`src/rtl/if_pkg.sv`:
```
// ============================================================================
// Module      : if_pkg
// Description : Shared types and constants for the instruction fetch stage.
// Revision    : 1.0 - initial release
// ============================================================================
`default_nettype none

package if_pkg;

  // Fetch controller states
  typedef enum logic [1:0] {
    IDLE    = 2'd0,
    REQ     = 2'd1,
    DISCARD = 2'd2
  } if_state_e;

  // Byte distance between consecutive instruction words
  localparam int unsigned PC_INC = 4;

  // Entries in the fetch buffer
  localparam int unsigned FIFO_DEPTH = 2;

endpackage : if_pkg

`default_nettype wire

```
`src/rtl/if_fetch_fifo.sv`:
```
// ============================================================================
// Module      : if_fetch_fifo
// Description : Two-entry buffer holding fetched {instr, PC} pairs between
//               instruction memory and decode. Flush wins over push/pop.
// Revision    : 1.0 - initial release
// ============================================================================
`default_nettype none

module if_fetch_fifo
  import if_pkg::*;
#(
  parameter int unsigned WIDTH = 64
) (
  input  logic             clk,
  input  logic             rst,
  input  logic             push_i,
  input  logic             pop_i,
  input  logic             flush_i,
  input  logic [WIDTH-1:0] data_i,
  output logic [WIDTH-1:0] data_o,
  output logic             full_o,
  output logic             empty_o,
  output logic [1:0]       occ_o
);

  logic [WIDTH-1:0] entry0_q;
  logic [WIDTH-1:0] entry1_q;
  logic             wr_ptr_q;
  logic             rd_ptr_q;
  logic [1:0]       occ_q;

  logic             w_do_push;
  logic             w_do_pop;

  // Overflowing pushes and underflowing pops are ignored
  assign w_do_push = push_i && !full_o;
  assign w_do_pop  = pop_i && !empty_o;

  assign full_o  = (occ_q == 2'(FIFO_DEPTH));
  assign empty_o = (occ_q == 2'd0);
  assign occ_o   = occ_q;
  assign data_o  = rd_ptr_q ? entry1_q : entry0_q;

  // Storage, pointers and occupancy; a flush only clears the bookkeeping
  always_ff @(posedge clk or negedge rst) begin
    if (!rst) begin
      entry0_q <= '0;
      entry1_q <= '0;
      wr_ptr_q <= 1'b0;
      rd_ptr_q <= 1'b0;
      occ_q    <= 2'd0;
    end else if (flush_i) begin
      wr_ptr_q <= 1'b0;
      rd_ptr_q <= 1'b0;
      occ_q    <= 2'd0;
    end else begin
      if (w_do_push) begin
        if (wr_ptr_q) begin
          entry1_q <= data_i;
        end else begin
          entry0_q <= data_i;
        end
        wr_ptr_q <= ~wr_ptr_q;
      end
      if (w_do_pop) begin
        rd_ptr_q <= ~rd_ptr_q;
      end
      if (w_do_push && !w_do_pop) begin
        occ_q <= occ_q + 2'd1;
      end else if (w_do_pop && !w_do_push) begin
        occ_q <= occ_q - 2'd1;
      end
    end
  end

endmodule : if_fetch_fifo

`default_nettype wire

```
`src/rtl/if_stage_fetch_unit.sv`:
```
// ============================================================================
// Module      : if_stage_fetch_unit
// Description : Instruction fetch stage. Issues sequential fetches from a
//               fetch pointer, buffers up to two returned words and hands
//               them to decode. Branch redirects flush the buffer; a redirect
//               that arrives while a request is still in flight waits for
//               that request's ack and throws its data away.
//               Optional feature: define IF_STALL_CNT_EN to add a saturating
//               32-bit counter of cycles where decode back-pressures a valid
//               instruction (output stall_cnt).
// Revision    : 1.0 - initial release
// ============================================================================
`default_nettype none

module if_stage_fetch_unit
  import if_pkg::*;
#(
  parameter int unsigned             ADDRESS_LEN  = 32,
  parameter int unsigned             DATA_LEN     = 32,
  parameter logic [ADDRESS_LEN-1:0]  RESET_VECTOR = '0
) (
  input  logic                   clk,
  input  logic                   rst,
  output logic                   imem_req,
  output logic [ADDRESS_LEN-1:0] imem_addr,
  input  logic                   imem_ack,
  input  logic [DATA_LEN-1:0]    imem_rdata,
  input  logic                   branch_taken,
  input  logic [ADDRESS_LEN-1:0] branch_addr,
  input  logic                   id_ready,
  output logic                   if_valid,
  output logic [DATA_LEN-1:0]    instr,
  output logic [ADDRESS_LEN-1:0] PC
`ifdef IF_STALL_CNT_EN
  ,
  output logic [31:0]            stall_cnt
`endif
);

  localparam int unsigned ENTRY_W = DATA_LEN + ADDRESS_LEN;

  if_state_e              state_q;
  logic [ADDRESS_LEN-1:0] fpc_q;
  logic [ADDRESS_LEN-1:0] target_q;

  logic                   w_req;
  logic                   w_accept;
  logic [ADDRESS_LEN-1:0] w_fpc_next;
  logic                   w_push;
  logic                   w_pop;
  logic                   w_full;
  logic                   w_empty;
  logic [1:0]             w_occ;
  logic [ENTRY_W-1:0]     w_head;

  // A request is outstanding in REQ while the buffer has room, and always in
  // DISCARD (the in-flight request must still be completed by its ack).
  assign w_req      = ((state_q == REQ) && (w_occ < 2'(FIFO_DEPTH))) ||
                      (state_q == DISCARD);
  assign w_accept   = (state_q == REQ) && w_req && imem_ack && !branch_taken;
  assign w_fpc_next = fpc_q + ADDRESS_LEN'(PC_INC);
  assign w_push     = w_accept && !w_full;
  assign w_pop      = if_valid && id_ready && !branch_taken;

  assign imem_req  = w_req;
  assign imem_addr = w_req ? fpc_q : '0;
  assign if_valid  = !w_empty;
  assign instr     = w_empty ? '0 : w_head[ENTRY_W-1:ADDRESS_LEN];
  assign PC        = w_empty ? '0 : w_head[ADDRESS_LEN-1:0];

  if_fetch_fifo #(
    .WIDTH (ENTRY_W)
  ) u_fifo (
    .clk     (clk),
    .rst     (rst),
    .push_i  (w_push),
    .pop_i   (w_pop),
    .flush_i (branch_taken),
    .data_i  ({imem_rdata, w_fpc_next}),
    .data_o  (w_head),
    .full_o  (w_full),
    .empty_o (w_empty),
    .occ_o   (w_occ)
  );

  // Fetch controller: state, fetch pointer and pending redirect target
  always_ff @(posedge clk or negedge rst) begin
    if (!rst) begin
      state_q  <= IDLE;
      fpc_q    <= RESET_VECTOR;
      target_q <= '0;
    end else begin
      case (state_q)
        IDLE: begin
          state_q <= REQ;
          if (branch_taken) begin
            fpc_q <= branch_addr;
          end
        end
        REQ: begin
          if (branch_taken) begin
            if (w_req && !imem_ack) begin
              // Request in flight: keep the address stable, redirect later
              target_q <= branch_addr;
              state_q  <= DISCARD;
            end else begin
              fpc_q <= branch_addr;
            end
          end else if (w_accept) begin
            fpc_q <= w_fpc_next;
          end
        end
        DISCARD: begin
          if (imem_ack) begin
            // The newest redirect wins if one lands together with the ack
            fpc_q   <= branch_taken ? branch_addr : target_q;
            state_q <= REQ;
          end else if (branch_taken) begin
            target_q <= branch_addr;
          end
        end
        default: begin
          state_q <= IDLE;
        end
      endcase
    end
  end

`ifdef IF_STALL_CNT_EN
  logic [31:0] stall_cnt_q;

  // Count back-pressured cycles, holding at all-ones
  always_ff @(posedge clk or negedge rst) begin
    if (!rst) begin
      stall_cnt_q <= '0;
    end else if (if_valid && !id_ready && (stall_cnt_q != '1)) begin
      stall_cnt_q <= stall_cnt_q + 32'd1;
    end
  end

  assign stall_cnt = stall_cnt_q;
`endif

endmodule : if_stage_fetch_unit

`default_nettype wire

```
`config.mk`:
```
export PLATFORM = sky130hd
export DESIGN_NAME = if_stage_fetch_unit
export DESIGN_NICKNAME = d
export VERILOG_FILES = /design/src/rtl/if_pkg.sv /design/src/rtl/if_fetch_fifo.sv /design/src/rtl/if_stage_fetch_unit.sv
export SDC_FILE = /design/constraint.sdc
export NUM_CORES = 1
export LEC_CHECK = 0
export ABC_AREA = 1
export BUFFER_PORTS_ARGS = -buffer_cell sky130_fd_sc_hd__buf_2
export CAP_MARGIN = 20
export CELL_PAD_IN_SITES_DETAIL_PLACEMENT = 1
export CELL_PAD_IN_SITES_GLOBAL_PLACEMENT = 2
export CORE_MARGIN = 2
export CORE_UTILIZATION = 32
export CTS_CLUSTER_SIZE = 25
export DETAILED_ROUTE_END_ITERATION = 16
export GPL_ROUTABILITY_DRIVEN = 0
export HOLD_SLACK_MARGIN = 0.06
export PLACE_DENSITY_LB_ADDON = 0.1
export SLEW_MARGIN = 20
export SYNTH_ARGS = -nofsm -noshare
export SYNTH_HDL_FRONTEND = slang
export SYNTH_SLANG_ARGS = --single-unit
```
`constraint.sdc`:
```
create_clock -name clk -period 2.2 [get_ports clk]
set_clock_uncertainty 0.05 [all_clocks]
set_input_delay 0 -clock clk [delete_from_list [all_inputs] [get_ports clk]]
set_output_delay 0 -clock clk [all_outputs]
set_load 0.01 [all_outputs]
```
==> results of run 1 <==
## sequential cells by signal, summed over array words and instances, names as in the netlist
register         flops
u_fifo.occ_o         2
u_fifo.entry1_q     64
u_fifo.entry0_q     64
u_fifo.wr_ptr_q      1
u_fifo.rd_ptr_q      1
fpc_q               32
state_q              2
target_q            32
## timing repair
action,CTS,global route
pin swaps,0,1
buffers inserted,0,4
hold buffers,69,0
resized for setup,3,19
hold endpoints to repair,332,0
cloned,0,2
endpoints found under the setup margin,3,177
## power by group
| part | total (W) | internal, W | switching, W | leakage, nW |
|---|---|---|---|---|
| Combinational | 0.00963 | 0.00335 | 0.00628 | 3.95 |
| Sequential | 0.00642 | 0.00531 | 0.00111 | 2.51 |
| Clock | 0.00344 | 0.00194 | 0.00150 | 0.297 |
## area by class of cell
cell class                 count  area [sq um]  share of cell area
clock buffer                  20           447              0.0324
sequential                   198          4960               0.360
clock inverter                11           171              0.0124
inverter                     125           479              0.0348
multi-input combinational   1146          5110               0.371
timing repair buffer         279          2040               0.148
tap                          448           561              0.0407
## worst max-delay path, stage by stage (launching register included)
cell and delay, ps:
dfrtp_1 410, inv_1 100, ha_1 250, inv_4 100, nand2_4 80, inv_1 120, buf_6 250, nor2_1 100
buf_2 150
## per-layer routing
metal | global-route usage | up-vias
met4 | 0.0538 | 0
met3 | 0.0270 | 25
li1 | - | 5373
met5 | 0 | -
met1 | 0.301 | 5071
met2 | 0.344 | 139
## per-stage QoR
step / cell area, sq um / utilization
floorplan: 10900 / -
global placement: 12300 / 0.368
detailed placement: 12300 / 0.368
CTS: 13600 / 0.407
global route: 13800 / 0.411
finish: 13800 / 0.411
## worst max-delay path by stage
stage,depth (start not counted),to,slack [ps]
after floorplan,14,u_fifo.entry0_q[10],270
after global placement,10,fpc_q[12],40
after detailed placement,10,fpc_q[12],30
after CTS,10,fpc_q[12],6
after global routing,8,imem_addr[13],20
final,8,imem_addr[18],120
## Yosys cell counts, types with 3 or more instances
| master | instances |
|---|---|
| nand2_1 | 545 |
| dfrtp_1 | 198 |
| nor2_1 | 164 |
| a21oi_1 | 131 |
| inv_1 | 118 |
| o21ai_1 | 105 |
| o21ai_0 | 99 |
| nand3_1 | 48 |
| clkbuf_1 | 42 |
| buf_2 | 17 |
| buf_1 | 14 |
| buf_6 | 12 |
| o21ai_2 | 8 |
| a31oi_1 | 7 |
| ha_1 | 6 |
| inv_2 | 6 |
| and2_1 | 5 |
| nand4_1 | 4 |
| o21a_1 | 4 |
| xor2_1 | 4 |
| buf_4 | 3 |
| nand2_4 | 3 |
| o2111ai_1 | 3 |
## cell families (layout without fill, tap and decap cells)
group / Yosys count / count (layout) / synth area share
adders and majority gates: 6 / 6 / 0.00688
xor gates and xnor gates: 4 / 4 / 0.00321
AOI/OAI and AO/OA: 360 / 360 / 0.171
and+or+nand+nor: 775 / 776 / 0.280
DFF: 198 / 198 / 0.454
buffers and inverters: 213 / 435 / 0.0848
==> summary.txt, run 1 <==
Run status
  • Status: finished clean

Synth
  • Synthesis warning total: 0
  • Flip-flop and latch count after synthesis: between 150 and 200
  • Post-synthesis net count: 1631
  • Sequential-to-total area share from yosys stat: 0.454
  • EDFF count, synth: 0
  • Cell type contributing the most total cell area after synthesis: dfrtp_1
  • Avg Inst Size Synth: 7.01 sq um
  • Area share of the largest cell type after synthesis: 0.454
  • Synthesized cell area: 10900 sq um
  • Cell types occupying the most area after synthesis: dfrtp_1 (45%), nand2_1 (19%), a21oi_1 (6.0%)
  • Post-Syn Instances: 1556
  • Count of cell types in the netlist: 32
  • Top_reg_cell synth: dfrtp_1
  • FFs w/ async S/R, synth: 1.00

Finish
  • Fraction of layout instances using a drive strength above 1: 0.157
  • Leading cell types in the layout, fill and taps excluded: nand2_1 (544), dfrtp_1 (196), buf_2 (165)
  • Number of inserted diodes: 0
  • Most common library cell in the layout ignoring fill and taps: nand2_1
  • Number of nets in the finished design: 1842
  • Non-filler cells in the finished layout: 2227
  • Fillers: between 4000 and 5000
  • Layout-stage area growth over the synthesis result: 26.2%

Pwr
  • Leakage power: 6.75 nW
  • Power Total: approximately 0.019 W
  • Power density of the placed cells: 1410 nW/um^2
  • Worst ir drop on vdd: 0.571 mV

Routing
  • Post-route ant nets: 0
  • Met3 wire length: 873 um
  • Met2 WL post-DR: 17100 um
  • DRC violation count after routing: 0
  • Uppermost layer routed: met4
  • Post-Route M1 WL: 18500 um
  • Total length of routed wires: 37000 um
  • Length of the first detailed-routing pass in iterations: 4
  • DRT iter0 DRCs: 520
  • Count of vias placed by the detailed router: between 10000 and 15000
  • Average detailed-routed wire length per instance: 16.6 um
  • Number of vias per cell: 4.76

STA
  • Final setup violation count: 0
  • Worst hold slack after final layout: 119 ps
  • Max_slew headroom: 0.407
  • Count of final max-slew check failures: 0
  • Final period util: 0.946
  • Final worst slack: 119 ps
  • Slew at the pin closest to its max-slew limit: 887 ps
  • Setup_tns: 0 ps
  • Fmax: 480 MHz
  • Final hold violations: 0
  • Fin crit period: 2080 ps
  • Setup repair after global routing missed its margin: no

Floorplan
  • Die area: 35600 sq um
  • Top-Level Pins: 167
  • FP Rows: 67
  • Area of the placeable core: ~34000 sq um
  • Die Height: 189 um
  • Effective utilization at floorplan: 0.325
  • Floorplan die width: 189 um

Global routing
  • Overall track demand over capacity in global routing: 0.213
  • Vias in the first global route: 10800
  • Maximum number of pins on one net before global-route repair: 73
  • Global route total overflow: 0
  • First-pass GRT wire length: 59500 um
  • Number of antenna violations at the first check in global routing: 0

Worst hold path
  • Kind of path behind the tightest hold check: in -> async

Setup path
  • Register-to-register setup slack: 130 ps
  • CP Max Fanout: 24
  • Launch instance of the worst register-to-register path: state_q[0]
  • Timing startpoint of the critical path: state_q[0]
  • Endpoint kind of the worst setup timing path: output port
  • R2r worst-path depth: 10
  • Capturing point of the worst reg2reg path: fpc_q[12]
  • Data arrival time of the critical path: around 2000 ps
  • Startpoint type of the worst setup path: register
  • Required time of the worst setup path: 2150 ps
  • Category of the most critical setup path: reg -> out

Clock tree
  • Clock transition at path regs: 80 ps
  • TritonCTS clock tree: built
  • Total number of H-tree levels: 4
  • Clock Sink Count: 198
  • Clock buffers created by TritonCTS: 17
  • Root buffer cell: clkbuf_16
  • Clock latency at the later pin of the worst-skew pair: 460 ps
  • Buffer levels on the longest clock path: 2

Placement
  • Worst Setup Slack post-DPL: 26.8 ps
  • Final HPWL from detailed placement: 25800 um
  • Cells after DPL: 2121
  • Port Buffers: 166

Flow run
  • Number of violations of the max-capacitance limit: 0
(Power assumes the default switching activity.)
==> run 2: changes to the inputs <==
--- a/config.mk
+++ b/config.mk
@@ -8,15 +8,12 @@
 export ABC_AREA = 1
 export BUFFER_PORTS_ARGS = -buffer_cell sky130_fd_sc_hd__buf_2
 export CAP_MARGIN = 20
-export CELL_PAD_IN_SITES_DETAIL_PLACEMENT = 1
-export CELL_PAD_IN_SITES_GLOBAL_PLACEMENT = 2
 export CORE_MARGIN = 2
-export CORE_UTILIZATION = 32
+export CORE_UTILIZATION = 43
 export CTS_CLUSTER_SIZE = 25
 export DETAILED_ROUTE_END_ITERATION = 16
 export GPL_ROUTABILITY_DRIVEN = 0
 export HOLD_SLACK_MARGIN = 0.06
-export PLACE_DENSITY_LB_ADDON = 0.1
 export SLEW_MARGIN = 20
 export SYNTH_ARGS = -nofsm -noshare
 export SYNTH_HDL_FRONTEND = slang
==> summary.txt, run 2 (same netlist as run 1, synthesis figures left out) <==
Run status
  • Status: finished clean

STA
  • Max_slew headroom: 0.619 (+0.212)
  • Count of final max-slew check failures: 0 (unchanged)
  • Final setup violation count: 0 (unchanged)
  • Final period util: 0.948 (+0.00223)
  • Fin crit period: 2090 ps (+4.91 ps)
  • Final hold violations: 0 (unchanged)
  • Slew at the pin closest to its max-slew limit: 571 ps (-316 ps)
  • Fmax: 479 MHz (-0.24%)

Placement
  • Final HPWL from detailed placement: 21600 um (-16%)
  • Port Buffers: 166 (unchanged)

Setup path
  • Worst Path Buf+Inv: 5 (unchanged)
  • Critical path's slowest cell: dfrtp_2
  • Slowest cell delay on critical path: 450 ps (+40 ps)
  • CP Max Fanout: 32 (+33%)
  • Startpoint type of the worst setup path: register
  • Cell family contributing the most delay on the critical path: buffers and inverters
  • Data arrival time of the critical path: 2040 ps (about the same)
  • Crit path cell chain: inv_2 -> ha_2 -> inv_4 -> nand2_4 -> inv_1 -> buf_12 -> nor2_1 -> buf_2
  • Category of the most critical setup path: reg -> out
  • Required time of the worst setup path: 2150 ps (about the same)
  • Endpoint kind of the worst setup timing path: output port

Global routing
  • Overall track demand over capacity in global routing: 0.239 (+0.0263)
  • Maximum number of pins on one net before global-route repair: 70 (-4.1%)
  • First-pass GRT wire length: 50600 um (-15%)
  • Vias in the first global route: 9718 (-9.7%)
  • Global route total overflow: 0 (unchanged)
  • Number of antenna violations at the first check in global routing: 0 (unchanged)

Pwr
  • Power density of the placed cells: 1400 nW/um^2 (-1.3%)
  • Power Total: 0.0190 W (-2.7%)
  • Leakage power: 6.72 nW (-0.46%)
  • Worst ir drop on vdd: 0.887 mV (+56%)

Clock tree
  • Clock latency at the later pin of the worst-skew pair: 440 ps (-20 ps)
  • Clock transition at path regs: 80 ps (about the same)
  • Root buffer cell: clkbuf_16
  • Clock buffers created by TritonCTS: 17 (unchanged)
  • Total number of H-tree levels: 4 (unchanged)
  • TritonCTS clock tree: built
  • Buffer levels on the longest clock path: 2 (unchanged)
  • Clock Sink Count: 198 (unchanged)

Floorplan
  • Top-Level Pins: 167 (unchanged)
  • Floorplan die width: 163 um (-13%)
  • Effective utilization at floorplan: 0.436 (+0.110)
  • Area of the placeable core: 25000 sq um (-25%)
  • FP Rows: 58 (-13%)
  • Die area: 26700 sq um (-25%)
  • Die Height: 163 um (-13%)

Routing
  • Length of the first detailed-routing pass in iterations: 6 (+2)
  • Average detailed-routed wire length per instance: 15.1 um (-9.3%)
  • Post-route ant nets: 0 (unchanged)
  • DRT iter0 DRCs: 949 (+83%)
  • DRC violation count after routing: 0 (unchanged)
  • Number of vias per cell: 5.10 (+7.1%)
  • Total length of routed wires: 31700 um (-14%)
  • Count of vias placed by the detailed router: 10700 (+1.0%)

Finish
  • Area of the multi-input gates: 5090 sq um (-0.46%)
  • Fillers: 2456 (-43%)
  • Fraction of layout instances using a drive strength above 1: 0.154 (-0.00324)
  • Number of inserted diodes: 0 (unchanged)
  • Seq. cell area: 4960 sq um (unchanged)
  • Leading cell types in the layout, fill and taps excluded: nand2_1 (544), dfrtp_1 (196), buf_2 (165)
  • Layout-stage area growth over the synthesis result: 24.5%
  • Most common library cell in the layout ignoring fill and taps: nand2_1
  • Layout Utilization: 0.543 (+0.132)
  • Registers with the highest flip-flop counts: u_fifo.entry0_q: 64 flops, u_fifo.entry1_q: 64 flops
  • Number of nets in the finished design: 1833 (-0.49%)

Worst hold path
  • Kind of path behind the tightest hold check: in -> async

Flow run
  • Number of violations of the max-capacitance limit: 0 (unchanged)
[run 2: cell count changes in the layout (fill, tap and decap cells not counted), sizes merged, moves of 2 or more]
cell,previous run,this run
clkbuf,22,20
inv,127,133
clkinv,3,6
bufinv,4,0
buf,208,200
[run 2: report_power, final]
part	switching [W]	leakage [nW]	internal, W	total [W]
Combinational	0.00599	3.92	0.00337	0.00935
Sequential	0.00112	2.51	0.00530	0.00642
Clock	0.00164	0.289	0.00155	0.00319
[run 2: repair_timing]
item                       4_1_cts  5_1_grt
buffers inserted                 0        3
setup endpoints to repair       16      134
gates cloned                     0        2
resized for setup                2       14
hold buffers                    69        0
hold endpoints to repair       332        0
pin swaps                        0        1
[run 2: path summary, 6_finish.rpt]
path | from | to | slack, ps | cells past startpoint
setup / recovery | state_q[0] | imem_addr[14] | 110 | 8
hold / removal | rst | u_fifo.entry1_q[53] | 130 | 3
setup reg to reg | state_q[0] | u_fifo.entry0_q[62] | 130 | 12
hold reg to reg | u_fifo.entry0_q[19] | u_fifo.entry0_q[19] | 420 | 2
max in group asynchronous | rst | u_fifo.entry1_q[29] | 1620 | 3
min in group clk | imem_rdata[23] | u_fifo.entry0_q[55] | 320 | 4
[run 2: per-layer routing]
metal	vias to the layer above	wire, um	track usage
met2	322	14400	0.377
li1	5378	-	-
met3	32	1640	0.0343
met1	4985	15100	0.347
met4	0	498	0.0587
met5	-	0	0
[run 2: cell type report]
type | count | share of cell area
Timing Repair Buffer | 271 | 0.150
Inverter | 125 | 0.0353
Clock buffer | 17 | 0.0313
Multi-Input combinational cell | 1145 | 0.375
Sequential cell | 198 | 0.365
Clock inverter | 15 | 0.0131
Tap cell | 330 | 0.0304
[run 2: worst reg2reg max path, stage by stage, from the launching register on]
cell	delay, ps
dfrtp_2	450
inv_2	90
ha_2	200
inv_4	70
nand2_4	100
nand3_2	120
nor2_4	140
nand2_4	100
nor2_8	190
inv_6	110
buf_12	190
nand2_1	70
o21ai_1	70
[run 2: stage by stage]
stage          cells  hold WS [ps]  setup TNS, ps  setup slack [ps]  cell area (sq um)
2_1_floorplan   1556          -346              0               273              10900
6_report        2101           128              0               114              13600
3_5_place_dp    1995         -63.9          -15.6             -12.8              12200
4_1_cts         2096           123              0              28.7              13500
3_3_place_gp    1995         -59.6              0              99.6              12200
5_1_grt         2101           134         -0.701            -0.701              13600
